### config.mk
export PLATFORM = sky130hd
export DESIGN_NAME = oc8051_acc_wr_arb
export DESIGN_NICKNAME = d
export VERILOG_FILES = /design/src/rtl/oc8051_acc_wr_arb_pkg.sv /design/src/rtl/oc8051_rr_arb2.sv /design/src/rtl/oc8051_acc_wr_arb.sv
export SDC_FILE = /design/constraint.sdc
export NUM_CORES = 1
export LEC_CHECK = 0
export CORE_UTILIZATION = 25
export DETAILED_ROUTE_END_ITERATION = 8
export GPL_ROUTABILITY_DRIVEN = 0
export GPL_TIMING_DRIVEN = 0
export PLACE_DENSITY = 0.83
export SLEW_MARGIN = 20
export SYNTH_ARGS = -nofsm -noshare
export SYNTH_HDL_FRONTEND = slang
export SYNTH_HIERARCHICAL = 1
export SYNTH_SLANG_ARGS = --single-unit
### constraint.sdc
create_clock -name clk -period 2.2 [get_ports clk]
set_input_delay 0.44 -clock clk [delete_from_list [all_inputs] [get_ports clk]]
set_output_delay 0.44 -clock clk [all_outputs]
set_load 0.05 [all_outputs]
### src/rtl/oc8051_acc_wr_arb_pkg.sv
`default_nettype none
// ============================================================================
//  Module      : oc8051_acc_wr_arb_pkg
//  Description : Shared oc8051 encodings used by the ACC write-port arbiter:
//                writeback selects, ACC SFR address, bit-addressable ACC
//                prefix, default starvation limit, arbiter FSM encoding and
//                an ACC-write decode helper.
//  Revision    : 1.0  initial release
// ============================================================================
package oc8051_acc_wr_arb_pkg;

    // ALU writeback selects
    localparam logic [1:0] OC8051_WRS_N    = 2'b00;
    localparam logic [1:0] OC8051_WRS_ACC1 = 2'b01;
    localparam logic [1:0] OC8051_WRS_ACC2 = 2'b10;

    // ACC byte address and the 5-bit prefix of its bit addresses (E0..E7)
    localparam logic [7:0] OC8051_SFR_ACC   = 8'he0;
    localparam logic [4:0] OC8051_SFR_B_ACC = 5'b11100;

    // Default number of wait cycles before a forced core stall
    localparam int OC8051_ACC_STARVE_DEF = 15;

    // Starvation FSM encoding
    localparam logic [0:0] ST_RUN   = 1'b0;
    localparam logic [0:0] ST_STALL = 1'b1;

    // True when the core touches ACC in this cycle, by ALU writeback, by a
    // direct byte write to the ACC address, or by a bit write into ACC.
    function automatic logic is_acc_write(
        input logic       wr,
        input logic       wr_bit,
        input logic [7:0] wr_addr,
        input logic [1:0] wr_sfr
    );
        return (wr_sfr == OC8051_WRS_ACC1) ||
               (wr_sfr == OC8051_WRS_ACC2) ||
               (wr && !wr_bit && (wr_addr == OC8051_SFR_ACC)) ||
               (wr &&  wr_bit && (wr_addr[7:3] == OC8051_SFR_B_ACC));
    endfunction

endpackage
`default_nettype wire

### src/rtl/oc8051_rr_arb2.sv
`default_nettype none
// ============================================================================
//  Module      : oc8051_rr_arb2
//  Description : Two-way round-robin grant with a one-bit preference pointer.
//                The grant is combinational; the pointer moves to the other
//                port after every grant, so a port is never served twice in a
//                row while the other one is waiting.
//  Ports       : clk, rst (async, active-high)
//                en   - a free slot exists this cycle
//                req  - per-port request
//                gnt  - one-hot grant (zero when en=0 or no request)
//  Revision    : 1.0  initial release
// ============================================================================
module oc8051_rr_arb2 (
    input  logic       clk,
    input  logic       rst,
    input  logic       en,
    input  logic [1:0] req,
    output logic [1:0] gnt
);

    logic r_rr;     // preferred port when both request

    always_comb begin
        gnt = 2'b00;
        if (en) begin
            case (req)
                2'b01:   gnt = 2'b01;
                2'b10:   gnt = 2'b10;
                2'b11:   gnt = r_rr ? 2'b10 : 2'b01;
                default: gnt = 2'b00;
            endcase
        end
    end

    // Pointer names the port that was not just granted
    always_ff @(posedge clk or posedge rst) begin
        if (rst) begin
            r_rr <= 1'b0;
        end else if (|gnt) begin
            r_rr <= ~gnt[1];
        end
    end

endmodule
`default_nettype wire

### src/rtl/oc8051_acc_wr_arb.sv
`default_nettype none
// ============================================================================
//  Module      : oc8051_acc_wr_arb
//  Description : Shares the accumulator write port between the core pipeline
//                (always wins) and two auxiliary requesters (port 0 debug,
//                port 1 coprocessor) served round-robin in free cycles. A
//                starvation counter requests a one-cycle core stall so a
//                waiting aux write can complete.
//  Ports       : clk, rst (async, active-high)
//                core_*      - core write interface (passed through)
//                aux_req/bit/idx*/data*  - aux request and payload
//                aux_ack     - per-port pulse in the cycle its write is driven
//                core_stall  - registered forced-slot request
//                err         - sticky: core wrote ACC during a stall cycle
//                wr..data2_in - ACC write interface
//  Revision    : 1.0  initial release
// ============================================================================
module oc8051_acc_wr_arb
    import oc8051_acc_wr_arb_pkg::*;
#(
    parameter int STARVE_LIMIT = OC8051_ACC_STARVE_DEF,
    parameter int CNT_W        = 4
) (
    input  logic       clk,
    input  logic       rst,
    input  logic       core_wr,
    input  logic       core_wr_bit,
    input  logic [7:0] core_wr_addr,
    input  logic [7:0] core_data,
    input  logic       core_bit,
    input  logic [1:0] core_wr_sfr,
    input  logic [7:0] core_data2,
    input  logic [1:0] aux_req,
    input  logic [1:0] aux_bit,
    input  logic [2:0] aux_idx0,
    input  logic [2:0] aux_idx1,
    input  logic [7:0] aux_data0,
    input  logic [7:0] aux_data1,
    output logic [1:0] aux_ack,
    output logic       core_stall,
    output logic       err,
    output logic       wr,
    output logic       wr_bit,
    output logic [7:0] wr_addr,
    output logic [7:0] data_in,
    output logic       bit_in,
    output logic [1:0] wr_sfr,
    output logic [7:0] data2_in
);

    localparam logic [CNT_W-1:0] c_limit = CNT_W'(STARVE_LIMIT);

    logic             w_core_acc;   // core writes ACC this cycle
    logic             w_bus_free;   // core does not drive the write bus
    logic [1:0]       w_gnt;
    logic             w_sel;        // granted port index
    logic [2:0]       w_idx;
    logic [7:0]       w_dat;
    logic [CNT_W-1:0] r_cnt;
    logic [CNT_W-1:0] w_cnt_nxt;
    logic [0:0]       r_state;
    logic [0:0]       w_state_nxt;
    logic             r_err;

    assign w_core_acc = is_acc_write(core_wr, core_wr_bit, core_wr_addr, core_wr_sfr);

    // Any core bus activity (ACC or other SFR) keeps the aux writes off the bus.
    assign w_bus_free = !core_wr && (core_wr_sfr == OC8051_WRS_N);

    // Reset gates the slot so no ack or aux drive appears while rst is high.
    oc8051_rr_arb2 u_rr_arb2 (
        .clk (clk),
        .rst (rst),
        .en  (w_bus_free && !rst),
        .req (aux_req),
        .gnt (w_gnt)
    );

    assign aux_ack = w_gnt;
    assign w_sel   = w_gnt[1];
    assign w_idx   = w_sel ? aux_idx1  : aux_idx0;
    assign w_dat   = w_sel ? aux_data1 : aux_data0;

    // ACC write bus: core passes through unless an aux port holds the slot
    always_comb begin
        wr       = core_wr;
        wr_bit   = core_wr_bit;
        wr_addr  = core_wr_addr;
        data_in  = core_data;
        bit_in   = core_bit;
        wr_sfr   = core_wr_sfr;
        data2_in = core_data2;
        if (|w_gnt) begin
            wr      = 1'b1;
            wr_bit  = aux_bit[w_sel];
            wr_addr = aux_bit[w_sel] ? {OC8051_SFR_B_ACC, w_idx} : OC8051_SFR_ACC;
            data_in = w_dat;
            bit_in  = aux_bit[w_sel] & w_dat[0];
            wr_sfr  = OC8051_WRS_N;
        end
    end

    // Starvation counter: counts unserved request cycles, saturating
    always_comb begin
        w_cnt_nxt = '0;
        if ((|aux_req) && !(|w_gnt)) begin
            w_cnt_nxt = (r_cnt == c_limit) ? r_cnt : r_cnt + 1'b1;
        end
    end

    always_ff @(posedge clk or posedge rst) begin
        if (rst) begin
            r_cnt <= '0;
        end else begin
            r_cnt <= w_cnt_nxt;
        end
    end

    // Starvation FSM: state register
    always_ff @(posedge clk or posedge rst) begin
        if (rst) begin
            r_state <= ST_RUN;
        end else begin
            r_state <= w_state_nxt;
        end
    end

    // Next state: enter STALL as the counter reaches the limit so the stall
    // lands in the very next cycle; STALL always lasts one cycle. A core
    // write during STALL leaves the counter saturated, which re-enters STALL.
    always_comb begin
        w_state_nxt = r_state;
        case (r_state)
            ST_RUN:   w_state_nxt = (w_cnt_nxt == c_limit) ? ST_STALL : ST_RUN;
            ST_STALL: w_state_nxt = ST_RUN;
            default:  w_state_nxt = ST_RUN;
        endcase
    end

    // Outputs: core_stall decodes directly from the state register
    always_comb begin
        core_stall = (r_state == ST_STALL);
    end

    // Sticky contract-violation flag
    always_ff @(posedge clk or posedge rst) begin
        if (rst) begin
            r_err <= 1'b0;
        end else if ((r_state == ST_STALL) && w_core_acc) begin
            r_err <= 1'b1;
        end
    end

    assign err = r_err;

endmodule
`default_nettype wire

After elaboration in Yosys (flattened, before gate mapping):

Cells that the tools add are included.

* equality and inequality tests: 9
* muxes and demuxes: 18
* reductions and logical operators: 18
* order comparisons: 1
* bitwise gates (word level): 3
* add/sub/neg operators: 1

Operators by type and width (number)
* 2-to-1 mux 8 bit: 3
* equality test 4 bit (second input constant): 2
* equality test 8 bit (second input constant): 1
* logical AND 1 bit: 8
* 2-to-1 mux 4 bit: 2
* equality test 2 bit (second input constant): 3
* 2-to-1 mux 1 bit: 6
* 2-to-1 mux 2 bit: 3
* 2-to-1 mux 3 bit: 2
* one-hot mux 2 bit (3 select lines): 1
* equality test 5 bit (second input constant): 1
* adder 4 x 1 -> 4 bit (second input constant): 1
* equality test 2 x 1 -> 1 bit (second input constant): 2
* zero test 1 bit: 4
* OR reduction 2 bit: 2
* logical OR 1 bit: 3
* zero test 2 bit: 1
* less-than comparator 1 x 2 -> 1 bit (second input constant): 1
* NOT 1 bit: 2
* one-hot mux 1 bit (2 select lines): 1
* bitwise AND 1 bit: 1

* word-level logic and storage cells: 54
* output and inout port bits: 33
* register bits after elaboration: 7
* bits of input ports: 57

Logic depth before layout (Yosys ltp):

Gate-level depths: netlist (run 1).

* depth in word-level cells: 11
* depth in mapped cells: 9
* gate-level depth less buffers: 8

By module:

The synthesis (run 1) kept the hierarchy.

By module, submodules not included
* oc8051_acc_wr_arb: times used 1, area each 738.2 sq um, cells an instance 95
* oc8051_rr_arb2: times used 1, area each 65.1 sq um, cells an instance 9

Worst setup path before layout (run 1):

No wires, ideal clock.

* path type: input -> output
* start point: input port core_wr_sfr[0]
* end point: output port data_in[1]
* arrival time: 3.443 ns
* cell stages on the path: 9
* path slack: -1.683 ns
* cell sequence: inv_1 ha_1 nor3b_1 nand2_1 a21oi_1 buf_6 buf_4 mux2i_1 o21ai_0

* word-level cells in the longest chain between the ends: 6

Ends and longest elaborated chain
* start, declared: RTL line oc8051_acc_wr_arb.sv:31 `input logic [1:0] core_wr_sfr,`
* zero test 2 bit: RTL line oc8051_acc_wr_arb.sv:68 `assign w_bus_free = !core_wr && (core_wr_sfr == OC8051_WRS_N);`
* logical AND 1 bit: RTL line oc8051_acc_wr_arb.sv:68
* logical AND 1 bit: RTL line oc8051_acc_wr_arb.sv:74 `.en (w_bus_free && !rst),`
* 2-to-1 mux 2 bit: RTL line oc8051_rr_arb2.sv:26 `if (en) begin`
* named net aux_ack[0]: RTL line oc8051_acc_wr_arb.sv:39 `output logic [1:0] aux_ack,`
* OR reduction 2 bit: RTL line oc8051_acc_wr_arb.sv:93 `if (|w_gnt) begin`
* 2-to-1 mux 8 bit: RTL line oc8051_acc_wr_arb.sv:93
* end, declared: RTL line oc8051_acc_wr_arb.sv:45 `output logic [7:0] data_in,`

The timed path passes the listed nets, and every way through them passes these cells.

Final worst setup path (run 1):

* start point: input port core_wr_sfr[1]
* end point: output port wr_addr[2]

* word-level cells in the longest chain between the ends: 8

Ends and longest elaborated chain
* zero test 2 bit (*): RTL line oc8051_acc_wr_arb.sv:68
* logical AND 1 bit (*): RTL line oc8051_acc_wr_arb.sv:68
* logical AND 1 bit (*): RTL line oc8051_acc_wr_arb.sv:74
* 2-to-1 mux 2 bit (*): RTL line oc8051_rr_arb2.sv:26
* 2-to-1 mux 1 bit (not written as such) (2 in a row): RTL line oc8051_acc_wr_arb.sv:96 `wr_addr = aux_bit[w_sel] ? {OC8051_SFR_B_ACC, w_idx} : OC8051_SFR_ACC;`
* 2-to-1 mux 3 bit: RTL line oc8051_acc_wr_arb.sv:96
* 2-to-1 mux 8 bit (*): RTL line oc8051_acc_wr_arb.sv:93
* end, declared: RTL line oc8051_acc_wr_arb.sv:44 `output logic [7:0] wr_addr,`

Mark *: on every way between the ends. The rest lies on a longest branch, timed or not. The select of a mux whose other input is x is not followed.

==> results.sh, run 1 <==
export IMPL_syn2layout_area_growth_pct=182
export IMPL_setup_violations=21
export IMPL_async_flop_share=1.00
export IMPL_drive_gt1_frac=0.495
export IMPL_drt_iter0_markers=25
export IMPL_synth_area_um2=803
export IMPL_fp_coreArea_um2=3050
export IMPL_die_width_um=58.7
export IMPL_postPlaceCellArea_um2=1880
export IMPL_num_vias=1168
export IMPL_cts_buffers=3
export IMPL_final_cells=248
export IMPL_crit_type="input pin to output port"
export IMPL_placementRows=20
export IMPL_synthFlopType="dfrtp_1"
export IMPL_multi_input_area_um2=850
export IMPL_ant_nets=0
export IMPL_maxCapViolCount=0
export IMPL_utilization=0.743
export IMPL_status="complete, but fails checks"
export IMPL_violations="negative setup slack"
export IMPL_hp_class="input pin to async pin"
export IMPL_netlist_instances=104
export IMPL_max_vdd_ir_drop_mv=0.445
export IMPL_finalWirelength_mm=3.54
export IMPL_reg2reg_from="u_rr_arb2/r_rr$_DFFE_PP0P_"
export IMPL_initial_utilization=0.263
export IMPL_clkLatencyLatePin_ps=260
export IMPL_first_pass_iters=4
export IMPL_powerDensity_nw_per_um2=414
export IMPL_setup_ws_ps=-333
export IMPL_synth_seq_cells=7
export IMPL_worstSetupStartpointType="input pin"
export IMPL_finalMaxSlewViolations=0
export IMPL_synth_enable_flop_cells=0
export IMPL_cts_htree_levels=1
export IMPL_yosysUniqueCellTypes=34
export IMPL_dieArea_um2=3440
export IMPL_num_fill_cells=208
export IMPL_worst_slew_pin_slew_ps=669
export IMPL_final_area_um2=2270
export IMPL_die_y_um=58.7
export IMPL_endpoint_kind="output port"
export IMPL_crit_path_start="core_wr_sfr[1]"
export IMPL_finalCritPeriodShare=1.15
export IMPL_cts_max_path_buffers=2
export IMPL_grt_use_total=0.217
export IMPL_grt_pass1_wl_mm=5.62
export IMPL_yosysWarnings=6
export IMPL_clk_pin_slew_ps=50
export IMPL_crit_fanout=5
export IMPL_hold_viol_final=0
export IMPL_arrival_ps=2090
export IMPL_ioPinCount=90
export IMPL_synth_nets=163
export IMPL_root_buffer="clkbuf_4"
export IMPL_synth_yosys_seq_area_share=0.218
export IMPL_wl_per_cell_um=14.3
export IMPL_nets=264
export IMPL_ys_top_cells_by_area="dfrtp_1 (22%), mux2i_1 (12%), buf_4 (8.4%), o21ai_0 (6.2%), nand2_1 (5.1%)"
export IMPL_yosys_area_top_type_share=0.218
export IMPL_dpl_cell_count=229
export IMPL_post_route_min_period_ps=2530
export IMPL_synth_top_area_cell="dfrtp_1"
export IMPL_cts_num_sinks=7
export IMPL_slew_headroom=0.549
export IMPL_overflow=0
export IMPL_cts_tree="yes"
export IMPL_max_freq_ghz=0.395
export IMPL_port_buffer_count=81
export IMPL_worstRegToRegCells=7
export IMPL_n_antenna_cell=0
export IMPL_drcViolationCount=0
export IMPL_required_ps=1760
export IMPL_fin_skew_ps=4.85
export IMPL_viasPerCell=4.71
export IMPL_synth_area_per_cell_um2=7.72
export IMPL_p_leak_nw=0.925
export IMPL_rsz0062_at_grt="yes"
export IMPL_regArea_um2=175
export IMPL_grt_pass1_vias=1228
export IMPL_grt_max_degree=11
export IMPL_antenna_found_initial=0
export IMPL_ctsHoldBuffers=0
==> synth_stat cells, types with 2 or more instances <==
| library cell | instances |
|---|---|
| nand2_1 | 11 |
| mux2i_1 | 10 |
| o21ai_0 | 10 |
| buf_4 | 9 |
| inv_1 | 8 |
| dfrtp_1 | 7 |
| nor2_1 | 6 |
| nor3_1 | 4 |
| or3_1 | 4 |
| a21oi_1 | 3 |
| a222oi_1 | 3 |
| and2_1 | 3 |
| a31oi_1 | 2 |
| ha_1 | 2 |
| nand3_1 | 2 |
| xnor2_1 | 2 |
==> registers in the layout (all words and copies together) (netlist names) <==
signal	count
r_cnt	4
core_stall	1
err	1
u_rr_arb2/r_rr	1
==> where the power goes <==
part           switching, mW  total (mW)  internal (mW)
clock                 0.0487       0.118         0.0693
combinational          0.318       0.596          0.278
sequential            0.0545       0.225          0.170
==> cells in the final DEF, fill, tap and decap left out, drive strengths merged <==
cell,n
a211oi,1
a21oi,4
a222oi,3
a31oi,2
and2,3
and3,1
and3b,1
buf,49
clkbuf,7
clkdlybuf4s15,3
clkdlybuf4s50,52
clkinv,1
dfrtp,7
dlygate4sd2,2
ha,2
inv,7
mux2,1
mux2i,10
nand2,11
nand2b,1
nand3,2
nand4,1
nor2,7
nor2b,1
nor3,4
nor3b,1
nor4,1
o21ai,10
o21bai,1
o2bb2ai,1
or3,4
or4b,1
xnor2,2
==> worst max-delay path, cell delays in order <==
cell and delay (ps):
buf_8 110, inv_12 40, ha_4 110, nor3b_4 200
nand2_2 90, a21oi_4 140, buf_6 130, and3b_1 200
a222oi_1 390, inv_2 80, buf_8 160
==> logic make-up after synthesis <==
kind of cell               share of synthesized area
buffers and inverters                          0.151
adders and majority gates                     0.0311
DFF                                            0.218
AOI/OAI and AO/OA                              0.174
muxes                                          0.139
xor gates and xnor gates                      0.0218
and+or+nand+nor                                0.265
==> stage by stage <==
stage / TNS [ps] / worst slack [ps] / power [mW] / hold WS [ps]
after floorplan: -4870 / -355 / 0.545 / 169
after global placement: -29590 / -1410 / 0.738 / 467
after detailed placement: -30460 / -1440 / 0.765 / 482
after CTS: -3970 / -357 / 0.928 / 152
after global routing: -6350 / -439 / 0.991 / 157
final: -4580 / -333 / 0.939 / 155
==> routing by layer <==
layer,GRT usage,routed length (um),part of all wire,up-vias
li1,-,-,-,570
met1,0.234,1260,0.35,542
met2,0.438,2060,0.58,52
met3,0.0308,186,0.052,4
met4,0.0544,42,0.012,0
met5,0,0,0,-
==> worst paths after layout <==
check | to | slack [ps]
hold / removal | u_rr_arb2/r_rr$_DFFE_PP0P_ | 150
min in group clk | err$_DFFE_PP0P_ | 480
setup reg to reg | core_stall$_DFF_PP0_ | 370
hold reg to reg | err$_DFFE_PP0P_ | 480
setup / recovery | wr_addr[2] | -330
max in group asynchronous | r_cnt[1]$_DFF_PP0_ | 1770
==> cell type report <==
cell class | instances | share of cell area
Timing Repair Buffer | 96 | 0.430
Multi-Input combinational cell | 76 | 0.375
Sequential cell | 7 | 0.0773
Buffer | 13 | 0.0613
Tap cell | 44 | 0.0243
Inverter | 8 | 0.0210
Clock buffer | 4 | 0.0116
==> what timing repair did <==
item / in CTS / in global routing
endpoints found under the hold margin: 0 / 0
gates cloned: 1 / 0
setup buffers: 10 / 4
gates resized for setup: 196 / 16
pin swaps: 10 / 4
setup endpoints to repair: 28 / 22
No activity file was read; power rests on OpenSTA's default activity.
==> run 2: changes to the inputs <==
CORE_UTILIZATION = 26   (was 25)
CTS_BUF_LIST = sky130_fd_sc_hd__clkbuf_4 sky130_fd_sc_hd__clkbuf_8   (was not set)
PLACE_DENSITY = 0.86   (was 0.83)
==> run 2 against run 1 <==
The run ends with design-rule violations, negative setup slack left. Worst setup slack lost 49 ps. Non-clock buffer count grew 11. Largest power group unchanged. Final cell count shrank 0.81%. Critical path depth is the same. Sequential share of layout area shrank 0.36 points. Hold slack lost 4.3 ps.
==> results.sh, run 2 (synthesis results as in run 1) <==
export IMPL_status="complete, but fails checks"
export IMPL_violations="design-rule violations, negative setup slack"
export IMPL_drt_iter0_markers=38
export IMPL_final_area_um2=2380
export IMPL_cts_buffers=3
export IMPL_fin_skew_ps=13.3
export IMPL_regArea_um2=175
export IMPL_worstSetupStartpointType="input pin"
export IMPL_powerDensity_nw_per_um2=412
export IMPL_num_vias=1255
export IMPL_utilization=0.833
export IMPL_maxCapViolCount=0
export IMPL_setup_ws_ps=-382
export IMPL_r2r_slack_ps=310
export IMPL_die_y_um=57.6
export IMPL_placementRows=19
export IMPL_port_buffer_count=81
export IMPL_initial_utilization=0.282
export IMPL_slew_headroom=0.490
export IMPL_clkLatencyLatePin_ps=270
export IMPL_root_buffer="clkbuf_4"
export IMPL_grt_pass1_vias=1244
export IMPL_ant_nets=0
export IMPL_fp_coreArea_um2=2850
export IMPL_drcViolationCount=5
export IMPL_cts_tree="yes"
export IMPL_multi_input_area_um2=838
export IMPL_finalMaxSlewViolations=0
export IMPL_worst_slew_pin_slew_ps=757
export IMPL_antenna_found_initial=0
export IMPL_final_cell_mix="clkdlybuf4s50_1 (52), buf_6 (27), buf_4 (25), nand2_1 (9), mux2i_4 (9)"
export IMPL_cts_htree_levels=1
export IMPL_die_width_um=57.6
export IMPL_detailed_place_hpwl_mm=2.67
export IMPL_dieArea_um2=3320
export IMPL_crit_path_start="core_wr_sfr[1]"
export IMPL_max_freq_ghz=0.387
export IMPL_grt_use_total=0.231
export IMPL_num_fill_cells=157
export IMPL_crit_fanout=4
export IMPL_finalCritPeriodShare=1.17
export IMPL_ctsHoldBuffers=0
export IMPL_ioPinCount=90
export IMPL_nets=275
export IMPL_post_place_ws_ps=-1470
export IMPL_crit_type="input pin to output port"
export IMPL_required_ps=1760
export IMPL_viasPerCell=5.10
export IMPL_postPlaceCellArea_um2=1870
export IMPL_overflow=0
export IMPL_r2r_end="core_stall$_DFF_PP0_"
export IMPL_endpoint_kind="output port"
export IMPL_largest_register_ff_count=4
export IMPL_drive_gt1_frac=0.516
export IMPL_syn2layout_area_growth_pct=196
export IMPL_setup_tns_ps=-5120
export IMPL_n_antenna_cell=0
export IMPL_wl_per_cell_um=16.9
export IMPL_first_pass_iters=6
export IMPL_clk_pin_slew_ps=60
export IMPL_grt_max_degree=11
export IMPL_arrival_ps=2140
export IMPL_reg2reg_from="u_rr_arb2/r_rr$_DFFE_PP0P_"
export IMPL_worstRegToRegCells=7
export IMPL_rsz0062_at_grt="yes"
export IMPL_max_flop_register="r_cnt"
export IMPL_post_route_min_period_ps=2580
export IMPL_cts_max_path_buffers=2
export IMPL_hp_class="input pin to async pin"
export IMPL_grt_pass1_wl_mm=5.69
export IMPL_endpoint="wr_addr[0]"
export IMPL_mostFrequentLayoutCell="clkdlybuf4s50_1"
export IMPL_finalWirelength_mm=4.16
export IMPL_cts_num_sinks=7
export IMPL_hold_worst_slack_ps=151
export IMPL_hold_viol_final=0
export IMPL_p_leak_nw=1.00
export IMPL_setup_violations=21
export IMPL_max_vdd_ir_drop_mv=0.271
[run 2: cell types whose count changed in the layout (fill, tap and decap cells not counted), moves of 2 or more]
cell,delta
buf_6,+10
buf_4,+3
buf_2,-2
or3_1,+2
or3_4,-2
[run 2: worst min path at each step]
| stage | start | to | slack, ps | cells after the start |
|---|---|---|---|---|
| after floorplan | rst | u_rr_arb2/r_rr$_DFFE_PP0P_ | 170 | 1 |
| after global placement | err$_DFFE_PP0P_ | err$_DFFE_PP0P_ | 470 | 2 |
| after detailed placement | err$_DFFE_PP0P_ | err$_DFFE_PP0P_ | 470 | 2 |
| after CTS | rst | u_rr_arb2/r_rr$_DFFE_PP0P_ | 140 | 2 |
| after global routing | rst | u_rr_arb2/r_rr$_DFFE_PP0P_ | 150 | 2 |
| final | rst | u_rr_arb2/r_rr$_DFFE_PP0P_ | 150 | 2 |
[run 2: worst max-delay path, stage by stage]
cell      delay, ps
buf_8           110
inv_12           50
ha_4            110
nor3b_4         210
nand2_2          90
a21oi_4         140
buf_6           130
and3b_2         220
a222oi_1        400
inv_2            80
buf_8           160
[run 2: final cells by class]
cell class	instances	area share
buffer	13	0.0584
clock buffer	4	0.0126
inverter	8	0.0200
sequential	7	0.0737
tap	31	0.0163
timing repair buffer	107	0.466
multi-input combinational	76	0.353
[run 2: metal layers]
| layer | track usage | routed length [um] |
|---|---|---|
| met5 | 0 | 0 |
| met4 | 0.108 | 137 |
| met3 | 0.0431 | 231 |
| met2 | 0.445 | 2400 |
| met1 | 0.235 | 1390 |
[run 2: timing repair]
item	in CTS	in global routing
endpoints found under the setup margin	28	22
gates resized for setup	207	14
pin swaps	7	7
gates cloned	2	0
setup buffers	10	15
[run 2: where the power goes]
part	switching, mW	internal [mW]	total, mW
Sequential	0.0515	0.170	0.222
Clock	0.0548	0.0820	0.137
Combinational	0.334	0.286	0.620
Total	0.440	0.539	0.979
[run 2: per-stage QoR]
step	power, mW	cells
finish	0.979	246
global route	1.03	246
CTS	0.946	232
detailed placement	0.760	216
global placement	0.739	216
floorplan	0.545	104
